--- config.mk ---
export PLATFORM = sky130hd
export DESIGN_NAME = rca_chunk_scheduler_flat
export DESIGN_NICKNAME = d
export VERILOG_FILES = /design/src/rtl/rca_chunk_scheduler_if.sv /design/src/rtl/rca_chunk_scheduler.sv /design/src/flat_wrapper.sv
export SDC_FILE = /design/constraint.sdc
export NUM_CORES = 1
export LEC_CHECK = 0
export ABC_AREA = 1
export ABC_CLOCK_PERIOD_IN_PS = 7800
export CORE_MARGIN = 2
export CORE_UTILIZATION = 50
export DETAILED_ROUTE_END_ITERATION = 10
export PLACE_DENSITY_LB_ADDON = 0.08
export SYNTH_ARGS = -nofsm -noshare
export SYNTH_HDL_FRONTEND = slang
export SYNTH_SLANG_ARGS = --single-unit
--- constraint.sdc ---
create_clock -name clk -period 7.8 [get_ports clk]
set_input_delay 1.56 -clock clk [delete_from_list [all_inputs] [get_ports clk]]
set_output_delay 1.56 -clock clk [all_outputs]
set_load 0.01 [all_outputs]
--- src/rtl/rca_chunk_scheduler_if.sv ---
`default_nettype none
// +--------------------------------------------------------------------------+
// | Module  : rca_chunk_scheduler_if                                         |
// | Brief   : Request/response bundle between requesters and the scheduler.  |
// | Revision: 1.0  initial release                                           |
// +--------------------------------------------------------------------------+
interface rca_chunk_scheduler_if #(
  parameter int BITWIDTH   = 8,
  parameter int NUM_CHUNKS = 4,
  parameter int NUM_REQ    = 2
);
  localparam int c_w    = BITWIDTH * NUM_CHUNKS;
  localparam int c_id_w = (NUM_REQ > 1) ? $clog2(NUM_REQ) : 1;

  logic [NUM_REQ-1:0]     req_valid;
  logic [NUM_REQ-1:0]     req_ready;
  logic [NUM_REQ*c_w-1:0] req_a;
  logic [NUM_REQ*c_w-1:0] req_b;
  logic [NUM_REQ-1:0]     req_cin;
  logic                   rsp_valid;
  logic                   rsp_ready;
  logic [c_id_w-1:0]      rsp_id;
  logic [c_w:0]           rsp_sum;

  modport master (
    output req_valid, req_a, req_b, req_cin, rsp_ready,
    input  req_ready, rsp_valid, rsp_id, rsp_sum
  );

  modport slave (
    input  req_valid, req_a, req_b, req_cin, rsp_ready,
    output req_ready, rsp_valid, rsp_id, rsp_sum
  );
endinterface
`default_nettype wire

--- src/rtl/rca_chunk_scheduler.sv ---
`default_nettype none
// +--------------------------------------------------------------------------+
// | Module  : rca_chunk_scheduler                                            |
// | Brief   : Arbitrates NUM_REQ wide adds onto one BITWIDTH-bit adder, LSB  |
// |           chunk first. Define RCA_SCHED_FIXED_PRIO_EN for fixed priority.|
// | Revision: 1.0  initial release                                           |
// +--------------------------------------------------------------------------+
module rca_chunk_scheduler #(
  parameter int BITWIDTH   = 8,
  parameter int NUM_CHUNKS = 4,
  parameter int NUM_REQ    = 2
) (
  input wire clk,
  input wire rst,
  rca_chunk_scheduler_if.slave bus
);
  localparam int c_w     = BITWIDTH * NUM_CHUNKS;
  localparam int c_id_w  = (NUM_REQ > 1) ? $clog2(NUM_REQ) : 1;
  localparam int c_cnt_w = (NUM_CHUNKS > 1) ? $clog2(NUM_CHUNKS) : 1;

  typedef enum logic [1:0] {
    S_IDLE = 2'd0,
    S_RUN  = 2'd1,
    S_DONE = 2'd2
  } state_t;

  state_t              r_state;
  state_t              w_state_nxt;
  logic [c_w-1:0]      r_a;
  logic [c_w-1:0]      r_b;
  logic [c_w:0]        r_sum;
  logic                r_carry;
  logic [c_cnt_w-1:0]  r_k;
  logic [c_id_w-1:0]   r_id;

  logic                w_found;
  logic [c_id_w-1:0]   w_grant;
  logic                w_accept;
  logic [NUM_REQ-1:0]  w_req_ready;
  logic [c_w-1:0]      w_a_sel;
  logic [c_w-1:0]      w_b_sel;
  logic                w_cin_sel;
  logic [BITWIDTH-1:0] w_a_chunk;
  logic [BITWIDTH-1:0] w_b_chunk;
  logic [BITWIDTH-1:0] w_chunk_sum;
  logic                w_cout;
  logic                w_last;

`ifdef RCA_SCHED_FIXED_PRIO_EN
  // Descending scan so the lowest-index valid requester is the last writer.
  always_comb begin
    w_found = 1'b0;
    w_grant = '0;
    for (int i = NUM_REQ - 1; i >= 0; i--) begin
      if (bus.req_valid[i]) begin
        w_found = 1'b1;
        w_grant = c_id_w'(i);
      end
    end
  end
`else
  logic [c_id_w-1:0] r_rr;
  logic              w_found_hi;
  logic              w_found_lo;
  logic [c_id_w-1:0] w_grant_hi;
  logic [c_id_w-1:0] w_grant_lo;

  // Requesters at or above the pointer beat the wrapped-around ones below it.
  always_comb begin
    w_found_hi = 1'b0;
    w_found_lo = 1'b0;
    w_grant_hi = '0;
    w_grant_lo = '0;
    for (int i = NUM_REQ - 1; i >= 0; i--) begin
      if (bus.req_valid[i]) begin
        if (c_id_w'(i) >= r_rr) begin
          w_found_hi = 1'b1;
          w_grant_hi = c_id_w'(i);
        end else begin
          w_found_lo = 1'b1;
          w_grant_lo = c_id_w'(i);
        end
      end
    end
    w_found = w_found_hi | w_found_lo;
    w_grant = w_found_hi ? w_grant_hi : w_grant_lo;
  end

  always_ff @(posedge clk) begin
    if (rst) begin
      r_rr <= '0;
    end else if (w_accept) begin
      r_rr <= (w_grant == c_id_w'(NUM_REQ - 1)) ? '0 : w_grant + c_id_w'(1);
    end
  end
`endif

  assign w_accept = (r_state == S_IDLE) && w_found && !rst;
  assign w_last   = (r_k == c_cnt_w'(NUM_CHUNKS - 1));

  always_ff @(posedge clk) begin
    if (rst) begin
      r_state <= S_IDLE;
    end else begin
      r_state <= w_state_nxt;
    end
  end

  always_comb begin
    w_state_nxt = r_state;
    w_req_ready = '0;
    case (r_state)
      S_IDLE: begin
        if (w_found && !rst) begin
          for (int i = 0; i < NUM_REQ; i++) begin
            w_req_ready[i] = (w_grant == c_id_w'(i));
          end
          w_state_nxt = S_RUN;
        end
      end
      S_RUN: begin
        if (w_last) begin
          w_state_nxt = S_DONE;
        end
      end
      S_DONE: begin
        if (bus.rsp_ready) begin
          w_state_nxt = S_IDLE;
        end
      end
      default: w_state_nxt = S_IDLE;
    endcase
  end

  always_comb begin
    w_a_sel   = '0;
    w_b_sel   = '0;
    w_cin_sel = 1'b0;
    for (int i = 0; i < NUM_REQ; i++) begin
      if (w_grant == c_id_w'(i)) begin
        w_a_sel   = bus.req_a[i*c_w +: c_w];
        w_b_sel   = bus.req_b[i*c_w +: c_w];
        w_cin_sel = bus.req_cin[i];
      end
    end
  end

  always_comb begin
    w_a_chunk = '0;
    w_b_chunk = '0;
    for (int j = 0; j < NUM_CHUNKS; j++) begin
      if (r_k == c_cnt_w'(j)) begin
        w_a_chunk = r_a[j*BITWIDTH +: BITWIDTH];
        w_b_chunk = r_b[j*BITWIDTH +: BITWIDTH];
      end
    end
  end

  // The single shared adder.
  assign {w_cout, w_chunk_sum} = {1'b0, w_a_chunk} + {1'b0, w_b_chunk}
                               + {{BITWIDTH{1'b0}}, r_carry};

  always_ff @(posedge clk) begin
    if (rst) begin
      r_a     <= '0;
      r_b     <= '0;
      r_sum   <= '0;
      r_carry <= 1'b0;
      r_k     <= '0;
      r_id    <= '0;
    end else begin
      if (w_accept) begin
        r_a     <= w_a_sel;
        r_b     <= w_b_sel;
        r_carry <= w_cin_sel;
        r_id    <= w_grant;
        r_k     <= '0;
      end
      if (r_state == S_RUN) begin
        for (int j = 0; j < NUM_CHUNKS; j++) begin
          if (r_k == c_cnt_w'(j)) begin
            r_sum[j*BITWIDTH +: BITWIDTH] <= w_chunk_sum;
          end
        end
        r_carry <= w_cout;
        if (w_last) begin
          r_sum[c_w] <= w_cout;
          r_k        <= '0;
        end else begin
          r_k <= r_k + c_cnt_w'(1);
        end
      end
    end
  end

  assign bus.req_ready = w_req_ready;
  assign bus.rsp_valid = (r_state == S_DONE);
  assign bus.rsp_id    = r_id;
  assign bus.rsp_sum   = r_sum;

endmodule
`default_nettype wire

--- src/flat_wrapper.sv ---
// flat-port wrapper written by rule: the top's interface ports become plain ports
module rca_chunk_scheduler_flat 
#(
  parameter int BITWIDTH   = 8,
  parameter int NUM_CHUNKS = 4,
  parameter int NUM_REQ    = 2
)
  (clk, rst, bus_req_valid, bus_req_a, bus_req_b, bus_req_cin, bus_rsp_ready, bus_req_ready, bus_rsp_valid, bus_rsp_id, bus_rsp_sum);
  rca_chunk_scheduler_if #(.BITWIDTH(BITWIDTH), .NUM_CHUNKS(NUM_CHUNKS), .NUM_REQ(NUM_REQ)) bus_i ();
  input wire clk;
  input wire rst;
  input wire logic [$bits(bus_i.req_valid)-1:0] bus_req_valid;
  input wire logic [$bits(bus_i.req_a)-1:0] bus_req_a;
  input wire logic [$bits(bus_i.req_b)-1:0] bus_req_b;
  input wire logic [$bits(bus_i.req_cin)-1:0] bus_req_cin;
  input wire logic [$bits(bus_i.rsp_ready)-1:0] bus_rsp_ready;
  output wire logic [$bits(bus_i.req_ready)-1:0] bus_req_ready;
  output wire logic [$bits(bus_i.rsp_valid)-1:0] bus_rsp_valid;
  output wire logic [$bits(bus_i.rsp_id)-1:0] bus_rsp_id;
  output wire logic [$bits(bus_i.rsp_sum)-1:0] bus_rsp_sum;
  assign bus_i.req_valid = bus_req_valid;
  assign bus_i.req_a = bus_req_a;
  assign bus_i.req_b = bus_req_b;
  assign bus_i.req_cin = bus_req_cin;
  assign bus_i.rsp_ready = bus_rsp_ready;
  assign bus_req_ready = bus_i.req_ready;
  assign bus_rsp_valid = bus_i.rsp_valid;
  assign bus_rsp_id = bus_i.rsp_id;
  assign bus_rsp_sum = bus_i.rsp_sum;
  rca_chunk_scheduler #(.BITWIDTH(BITWIDTH), .NUM_CHUNKS(NUM_CHUNKS), .NUM_REQ(NUM_REQ)) u_core (.clk(clk), .rst(rst), .bus(bus_i));
endmodule
* Yosys cells after proc, flatten, opt, wreduce, memory -nomap -nowiden
Cells that the tools add are included.
Word-level totals: flip-flop bits (word level) 104, bits of input ports 135, word-level logic and storage cells 75
Operators by class: $add $sub $neg 4, order comparisons 2, equality and inequality tests 8, mux-type cells 36, bitwise operators 2, reduce and logical (&&, ||, !) cells 12
Operators with widths (number):
- 2-to-1 mux 32 bit | 2
- 2-to-1 mux 8 bit | 8
- 2-to-1 mux 1 bit | 17
- 2-to-1 mux 2 bit | 8
- adder 8 x 8 -> 9 bit | 1
- adder 9 x 1 -> 9 bit | 1
- AND reduction 2 bit | 4
- == test 2 bit, second input constant | 3
- case mux 2 bit (3 select lines) | 1
- == test 2 x 1 -> 1 bit, second input constant | 2
- zero test 2 bit | 2
- != test 2 bit, second input constant | 2
- logical AND 1 bit | 3
- AND reduction 3 bit | 1
- adder 2 x 1 -> 2 bit, second input constant | 1
- greater-or-equal comparator 1 bit, first input constant | 2
- != test 2 x 1 -> 1 bit, second input constant | 1
- nonzero test 2 bit | 1
- adder 1 bit, second input constant | 1
- zero test 1 bit | 1
- NOT 1 bit | 1
- OR 1 bit | 1

* Logic depth before layout (Yosys ltp)
Gate-level depths: netlist (run 1).
depth after elaboration 10, mapped depth 20, mapped depth without buffers 19

* Least setup slack after synthesis (run 1)
OpenSTA, ideal clock, no wires.
kind input to output, start input port bus_req_valid[0], end output port bus_req_ready[0], arrival 2.152 ns, required time 6.240 ns, slack 4.088 ns, stages on the path 6, path buffers 2, cells stage by stage inv_1 > nand2_1 > nand3_2 > buf_6 > nor2_2 > buf_2
Between the ends: word-level cells in the longest chain between the ends 5
RTL lines:
- from (decl) | RTL line flat_wrapper.sv:12 | input wire logic [$bits(bus_i.req_valid)-1:0] bus_req_valid;
- 2-to-1 mux 1 bit | RTL line rca_chunk_scheduler.sv:75 | if (bus.req_valid[i]) begin
- OR 1 bit / 2-to-1 mux 1 bit (equally long branches) | RTL line rca_chunk_scheduler.sv:85, rca_chunk_scheduler.sv:86
- logical AND 1 bit / NOT 1 bit (equally long branches) | RTL line rca_chunk_scheduler.sv:114, rca_chunk_scheduler.sv:116
- 2-to-1 mux 2 bit (*) | RTL line rca_chunk_scheduler.sv:114 | if (w_found && !rst) begin
- 2-to-1 mux 2 bit (*) | RTL line rca_chunk_scheduler.sv:112 | case (r_state)
- to (decl) | RTL line flat_wrapper.sv:17 | output wire logic [$bits(bus_i.req_ready)-1:0] bus_req_ready;
Mark *: on every way between the ends. The rest lies on a longest branch, timed or not.

* Final worst setup path (run 1)
start input port rst, end output port bus_req_ready[1]
Between the ends: word-level cells in the longest chain between the ends 4
RTL lines:
- from (decl) | RTL line flat_wrapper.sv:11 | input wire rst;
- zero test 1 bit | RTL line rca_chunk_scheduler.sv:114
- logical AND 1 bit | RTL line rca_chunk_scheduler.sv:114
- 2-to-1 mux 2 bit | RTL line rca_chunk_scheduler.sv:114
- 2-to-1 mux 2 bit | RTL line rca_chunk_scheduler.sv:112
Every way passes these cells.

==> out/metrics.cfg, run 1 <==
[synth]
synth_top_area_frac=0.409
synth_area_mm2=0.00509
ys_types=28
yosysWarnings=0
synth_edf_count=0
syn_area_per_cell_um2=7.01
ys_seq_elements=104
yosys-top-cells-area=dfxtp_1, nand2_1, a31oi_1
syn_inst=726
ys_seq_area_frac=0.409
syn-num-nets=874
async_flop_share=0
synth_flop_cell=dfxtp_1
yosysTopAreaCell=dfxtp_1

[routing]
wl_per_cell_um=14.4
postRouteAntennaNets=0
drtIter0Drc=290
drt-pass1-iter-count=5
routed_via_density=5.33
drc=0
routed_wl_um=14400
vias=5342

[global_routing]
grt.overflow.total=0
grt_pass1_wl_um=24000
grt_pass1_vias=5112
grtUsageTotal=0.265
antenna_found_initial=0
grt_max_degree=68

[timing]
final-setup-viol-count=0
final_hold_viol_count=0
fmax_mhz=175
drv_slew=0
rsz0062_at_grt=false
fin_skew_ns=0.0121
hold_slack_ns=0.491
fin_crit_ns=5.72
setup_tns_ns=0
post-route-period-util=0.733
worst_pin_slew_ns=1.04
relSlewSlack=0.305

[job]
drv_cap=0

[worst_setup_path]
crit_path_end_kind=output pin
critPathLaunchType=input port
worstSetupEndpoint=bus_req_ready[1]
critPathMaxFanout=67
timing.rr.start=u_core.r_k[1]
path_class=in2out
arrival_ns=4.16
cp_slowest_cell=inv_1
startpoint=rst
path_cells=buf_2 -> buf_4 -> inv_1 -> nand3_2 -> buf_4 -> nor2_4 -> clkdlybuf4s50_1
path_common_cell=buf_4
critPathRequiredTime_ns=6.24
r2r_end=u_core.bus.rsp_sum[12]
regToRegSetupSlack_ns=4.02
r2r_cells=17
critPathMaxStageDelay_ns=0.67

[place]
io_buffer_count=171
dp_cells=987
place.gp.congestion=0.927
dp_hpwl_um=10600

[floorplan]
dieWidth_um=105
coreArea_mm2=0.00982
die-area_mm2=0.0110
boundaryPins=172
rows=36
die_h_um=105
start_util=0.518

[power_and_ir_drop]
switching_share=0.330
combPwrFrac=0.302
power_density_mw_per_mm2=195
leakagePower_uw=0.00279
seq_power_share=0.444
max-vdd-ir-drop_v=0.000118
p_switching_uw=449
internal_power_uw=911
clkPwrFrac=0.254

[clock_tree]
h-tree-depth=3
clock_latency_ns=0.36
cts_tree=yes
ctsHoldBuffers=0
post_cts_resize_count=0
path_clk_slew_ns=0.10
clockBufferDepth=2
cts_sinks=104
cts-root-buf=clkbuf_8
postCtsSetupBuffers=0
cts_made_buffers=9

[finish]
fin_nets=1013
drive_gt1_frac=0.0356
num_antenna_cells=0
instances_no_fill=1003
area_growth_pct=37.0
nFillCells=868

[status]
status=finished clean

[worst_hold_path]
hold_path_class=reg2reg

[cells by family (layout without fill, tap and decap cells)]
logic type | count (synthesis) | after routing | share of synthesized area
AOI/OAI and AO/OA | 164 | 164 | 0.194
and+or+nand+nor | 342 | 342 | 0.272
buffers and inverters | 100 | 244 | 0.0848
DFF | 104 | 104 | 0.409
adders and majority gates | 13 | 13 | 0.0349
xor gates and xnor gates | 3 | 3 | 0.00517
[layout by cell type (no fill, tap or decap), types with 2 or more instances in the layout]
cell type / instances
o21a_1: 21
o211ai_1: 9
nor2_1: 25
clkdlybuf4s50_1: 170
a21oi_1: 43
xnor2_1: 3
o21ai_0: 23
fa_1: 2
o31ai_1: 2
dfxtp_1: 104
clkinv_4: 2
a31oi_1: 63
nor2_4: 7
nand2_1: 271
clkbuf_8: 9
nand3_1: 35
inv_1: 53
ha_1: 11
buf_4: 4
[worst min-delay path by stage]
stage / startpoint / end / slack (ns) / cells after the start
global route: u_core.r_rr / u_core.r_rr / 0.51 / 2
floorplan: u_core.r_rr / u_core.r_rr / 0.45 / 2
finish: u_core.r_rr / u_core.r_rr / 0.49 / 2
detailed placement: u_core.r_rr / u_core.r_rr / 0.47 / 2
CTS: u_core.r_rr / u_core.r_rr / 0.49 / 2
global placement: u_core.r_a[22] / u_core.r_a[22] / 0.47 / 2
[flip-flops by register name, indices dropped and copies added (netlist names)]
| name | flops |
|---|---|
| u_core.bus.rsp_id | 1 |
| u_core.r_k | 2 |
| u_core.r_carry | 1 |
| u_core.bus.rsp_sum | 33 |
| u_core.r_b | 32 |
| u_core.r_rr | 1 |
| u_core.r_state | 2 |
| u_core.r_a | 32 |
[power groups by stage]
stage	combinational (uW)	sequential, uW	clock [uW]
final	411	604	345
after global routing	452	608	373
after CTS	409	604	347
after detailed placement	406	616	0
after global placement	397	614	0
after floorplan	239	615	0
[final cells by class]
| cell class | instances | area [um^2] | share of cell area |
|---|---|---|---|
| Timing Repair Buffer | 175 | 1740 | 0.249 |
| Inverter | 53 | 199 | 0.0285 |
| Tap cell | 133 | 166 | 0.0239 |
| Clock inverter | 7 | 80.1 | 0.0115 |
| Clock buffer | 9 | 124 | 0.0178 |
| Sequential cell | 104 | 2080 | 0.299 |
| Multi-Input combinational cell | 522 | 2580 | 0.371 |
[per-stage QoR]
step	cell area (um^2)	power [uW]	utilization	setup WS, ns
after floorplan	5090	854	-	4.09
after global placement	6770	1010	0.689	2.13
after detailed placement	6770	1020	0.689	2.05
after CTS	6970	1360	0.710	2.06
after global routing	6970	1430	0.710	1.82
final	6970	1360	0.710	2.08
[cell usage after synthesis (all sizes together) (9+ instances only)]
library cell  count
clkbuf           22
a21oi            43
o21ai            23
ha               11
dfxtp           104
nor2             32
nand2           272
o211ai            9
a31oi            63
inv              53
buf              25
o21a             21
nand3            36
[critical path, delay by kind of cell]
kind | cells | cell delay, ns
AND/OR/NAND/NOR | 2 | 0.29
buffers and inverters | 5 | 2.26
[per-layer routing]
layer	vias up	GRT usage	wire (um)
met5	-	0	0
met4	0	0.0924	364
met3	29	0.0462	1020
met2	239	0.442	6760
met1	2411	0.347	6280
li1	2663	-	-
No activity file was read; power rests on OpenSTA's default activity.
==> inputs of run 2 (changes only) <==
--- a/config.mk
+++ b/config.mk
@@ -6,9 +6,9 @@
 export NUM_CORES = 1
 export LEC_CHECK = 0
 export ABC_AREA = 1
-export ABC_CLOCK_PERIOD_IN_PS = 7800
+export ABC_CLOCK_PERIOD_IN_PS = 5600
 export CORE_MARGIN = 2
-export CORE_UTILIZATION = 50
+export CORE_UTILIZATION = 46
 export DETAILED_ROUTE_END_ITERATION = 10
 export PLACE_DENSITY_LB_ADDON = 0.08
 export SYNTH_ARGS = -nofsm -noshare
==> constraint.sdc (replaced) <==
create_clock -name clk -period 5.6 [get_ports clk]
set_input_delay 1.12 -clock clk [delete_from_list [all_inputs] [get_ports clk]]
set_output_delay 1.12 -clock clk [all_outputs]
set_load 0.01 [all_outputs]
==> run 2 against run 1 <==
  * Clock power grew 36%
  * Global-route usage down 2.0 points
  * Sequential share of layout area is essentially flat
  * Total power rose by 38%
  * Sequential power rose by 39%
  * Utilization fell by 6.3 points
  * Via count is 2.1% lower
  * Worst setup slack worse by 0.45 ns
  * Largest cell class unchanged
  * Critical endpoint is now bus_req_ready[0]
==> out/metrics.cfg, run 2 (synthesis gave the netlist of run 1 again) <==
[routing]
postRouteAntennaNets=0  ; unchanged
vias=5231  ; -2.1%
drc=0  ; unchanged
routed_via_density=5.18  ; -2.8%
wl_per_cell_um=14.0  ; -2.9%
routed_wl_um=14100  ; -2.3%
drtIter0Drc=315  ; +8.6%
drt-pass1-iter-count=6  ; +1

[power_and_ir_drop]
leakagePower_uw=0.00278  ; about the same
clkPwrFrac=0.249  ; -0.005
seq_power_share=0.447  ; +0.003
max-vdd-ir-drop_v=0.000113  ; -4.2%
totalPowerFinal_uw=1880  ; +38%
p_switching_uw=606  ; +35%
combPwrFrac=0.303  ; about the same
switching_share=0.322  ; -0.00847
internal_power_uw=1280  ; +40%
power_density_mw_per_mm2=269  ; +38%

[place]
dp_hpwl_um=10700  ; +1.3%
dpl-instance-area_mm2=0.00678  ; +0.24%
place.gp.congestion=0.852  ; -8.1%
io_buffer_count=171  ; unchanged
pre_cts_ws_ns=1.62  ; -0.426 ns

[worst_setup_path]
regToRegSetupSlack_ns=1.94  ; -2.08 ns
path_cells=clkdlybuf4s50_1 -> inv_1 -> nand2_1 -> nand3_2 -> buf_4 -> nor2_4 -> clkdlybuf4s50_1
path_class=in2out
critPathMaxFanout=56  ; -16%
cp_slowest_cell=clkdlybuf4s50_1
path_common_cell=clkdlybuf4s50_1
critPathRequiredTime_ns=4.48  ; -1.76 ns
r2r_cells=18  ; +1
arrival_ns=2.85  ; -1.31 ns
critPathMaxStageDelay_ns=0.54  ; -0.13 ns
crit_path_end_kind=output pin
critPathLaunchType=input port

[global_routing]
grt_pass1_wl_um=23300  ; -3.1%
antenna_found_initial=0  ; unchanged
grt_pass1_vias=4963  ; -2.9%
grt.overflow.total=0  ; unchanged
grt_max_degree=67  ; -1.5%
grtUsageTotal=0.246  ; -0.0195

[floorplan]
rows=38  ; +5.6%
boundaryPins=172  ; unchanged
start_util=0.471  ; -0.0467
die_h_um=109  ; +4.1%
dieWidth_um=109  ; +4.1%
die-area_mm2=0.0119  ; +8.4%
coreArea_mm2=0.0108  ; +9.9%

[timing]
relSlewSlack=0.513  ; +0.208
final-setup-viol-count=0  ; unchanged
worst_pin_slew_ns=0.729  ; -0.312 ns
post-route-period-util=0.709
fin_crit_ns=3.97
fmax_mhz=252
final_hold_viol_count=0  ; unchanged
rsz0062_at_grt=false
drv_slew=0  ; unchanged
setup_slack_ns=1.63  ; -0.453 ns
fin_skew_ns=0.0115  ; -0.000609 ns
setup_tns_ns=0  ; unchanged

[job]
drv_cap=0  ; unchanged

[finish]
stdcell_area_mm2=0.00698  ; +0.13%
largest_reg_flops=33  ; unchanged
fin_nets=1014  ; +0.099%
final_cell_mix=nand2_1, clkdlybuf4s50_1, dfxtp_1
layout_commonest_cell=nand2_1
num_antenna_cells=0  ; unchanged
nFillCells=991  ; +14%
area_growth_pct=37.2
drive_gt1_frac=0.0345  ; -0.00115
utilization=0.647  ; -0.0632

[clock_tree]
clock_latency_ns=0.36  ; about the same
ctsHoldBuffers=0  ; unchanged
cts_made_buffers=9  ; unchanged
path_clk_slew_ns=0.09  ; about the same
postCtsSetupBuffers=0  ; unchanged
h-tree-depth=3  ; unchanged
post_cts_resize_count=0  ; unchanged
cts_tree=yes
cts-root-buf=clkbuf_8
clockBufferDepth=2  ; unchanged
cts_sinks=104  ; unchanged

[worst_hold_path]
min_path_cells=2  ; unchanged
hold_path_class=reg2reg

[status]
status=finished clean

-- run 2: cell count changes in the layout (fill, tap and decap cells not counted) --
| cell | before | now |
|---|---|---|
| clkbuf_1 | 0 | 1 |
| inv_6 | 1 | 0 |
| inv_8 | 1 | 0 |
| clkbuf_8 | 9 | 10 |
| buf_4 | 4 | 5 |
| clkinv_2 | 1 | 0 |
-- run 2: path summary, 6_finish.rpt --
| check | from | end |
|---|---|---|
| worst max register to register | u_core.r_k[1] | u_core.bus.rsp_sum[6] |
| worst min register to register | u_core.r_rr | u_core.r_rr |
| worst max-delay path | bus_req_valid[0] | bus_req_ready[0] |
| worst min-delay path | u_core.r_rr | u_core.r_rr |
-- run 2: layout make-up --
cell class                 count  area, um^2  area share
clock inverter                 4        55.1     0.00789
clock buffer                  11         141      0.0203
multi-input combinational    522        2580       0.370
sequential                   104        2080       0.298
tap                          140         175      0.0251
inverter                      53         199      0.0285
timing repair buffer         176        1740       0.250
-- run 2: critical path, delay by kind of cell --
kind | cells | cell delay [ns]
AND/OR/NAND/NOR | 3 | 0.30
buffers and inverters | 4 | 1.39
-- run 2: stage by stage --
| stage | hold slack, ns | std cells |
|---|---|---|
| after floorplan | 0.446 | 726 |
| final | 0.490 | 1010 |
| after detailed placement | 0.470 | 995 |
| after global routing | 0.517 | 1010 |
| after global placement | 0.482 | 995 |
| after CTS | 0.485 | 1010 |
-- run 2: power groups by stage --
stage          Sequential [uW]  Clock (uW)  Combinational [uW]
6_report                   841         469                 571
5_1_grt                    849         504                 632
4_1_cts                    841         475                 572
3_5_place_dp               858           0                 569
3_3_place_gp               856           0                 556
2_1_floorplan              857           0                 333
-- run 2: layer usage --
layer | global-route usage | share of wire
met1 | 0.321 | 0.44
met2 | 0.416 | 0.48
met3 | 0.0365 | 0.064
met4 | 0.0806 | 0.016
met5 | 0 | 0
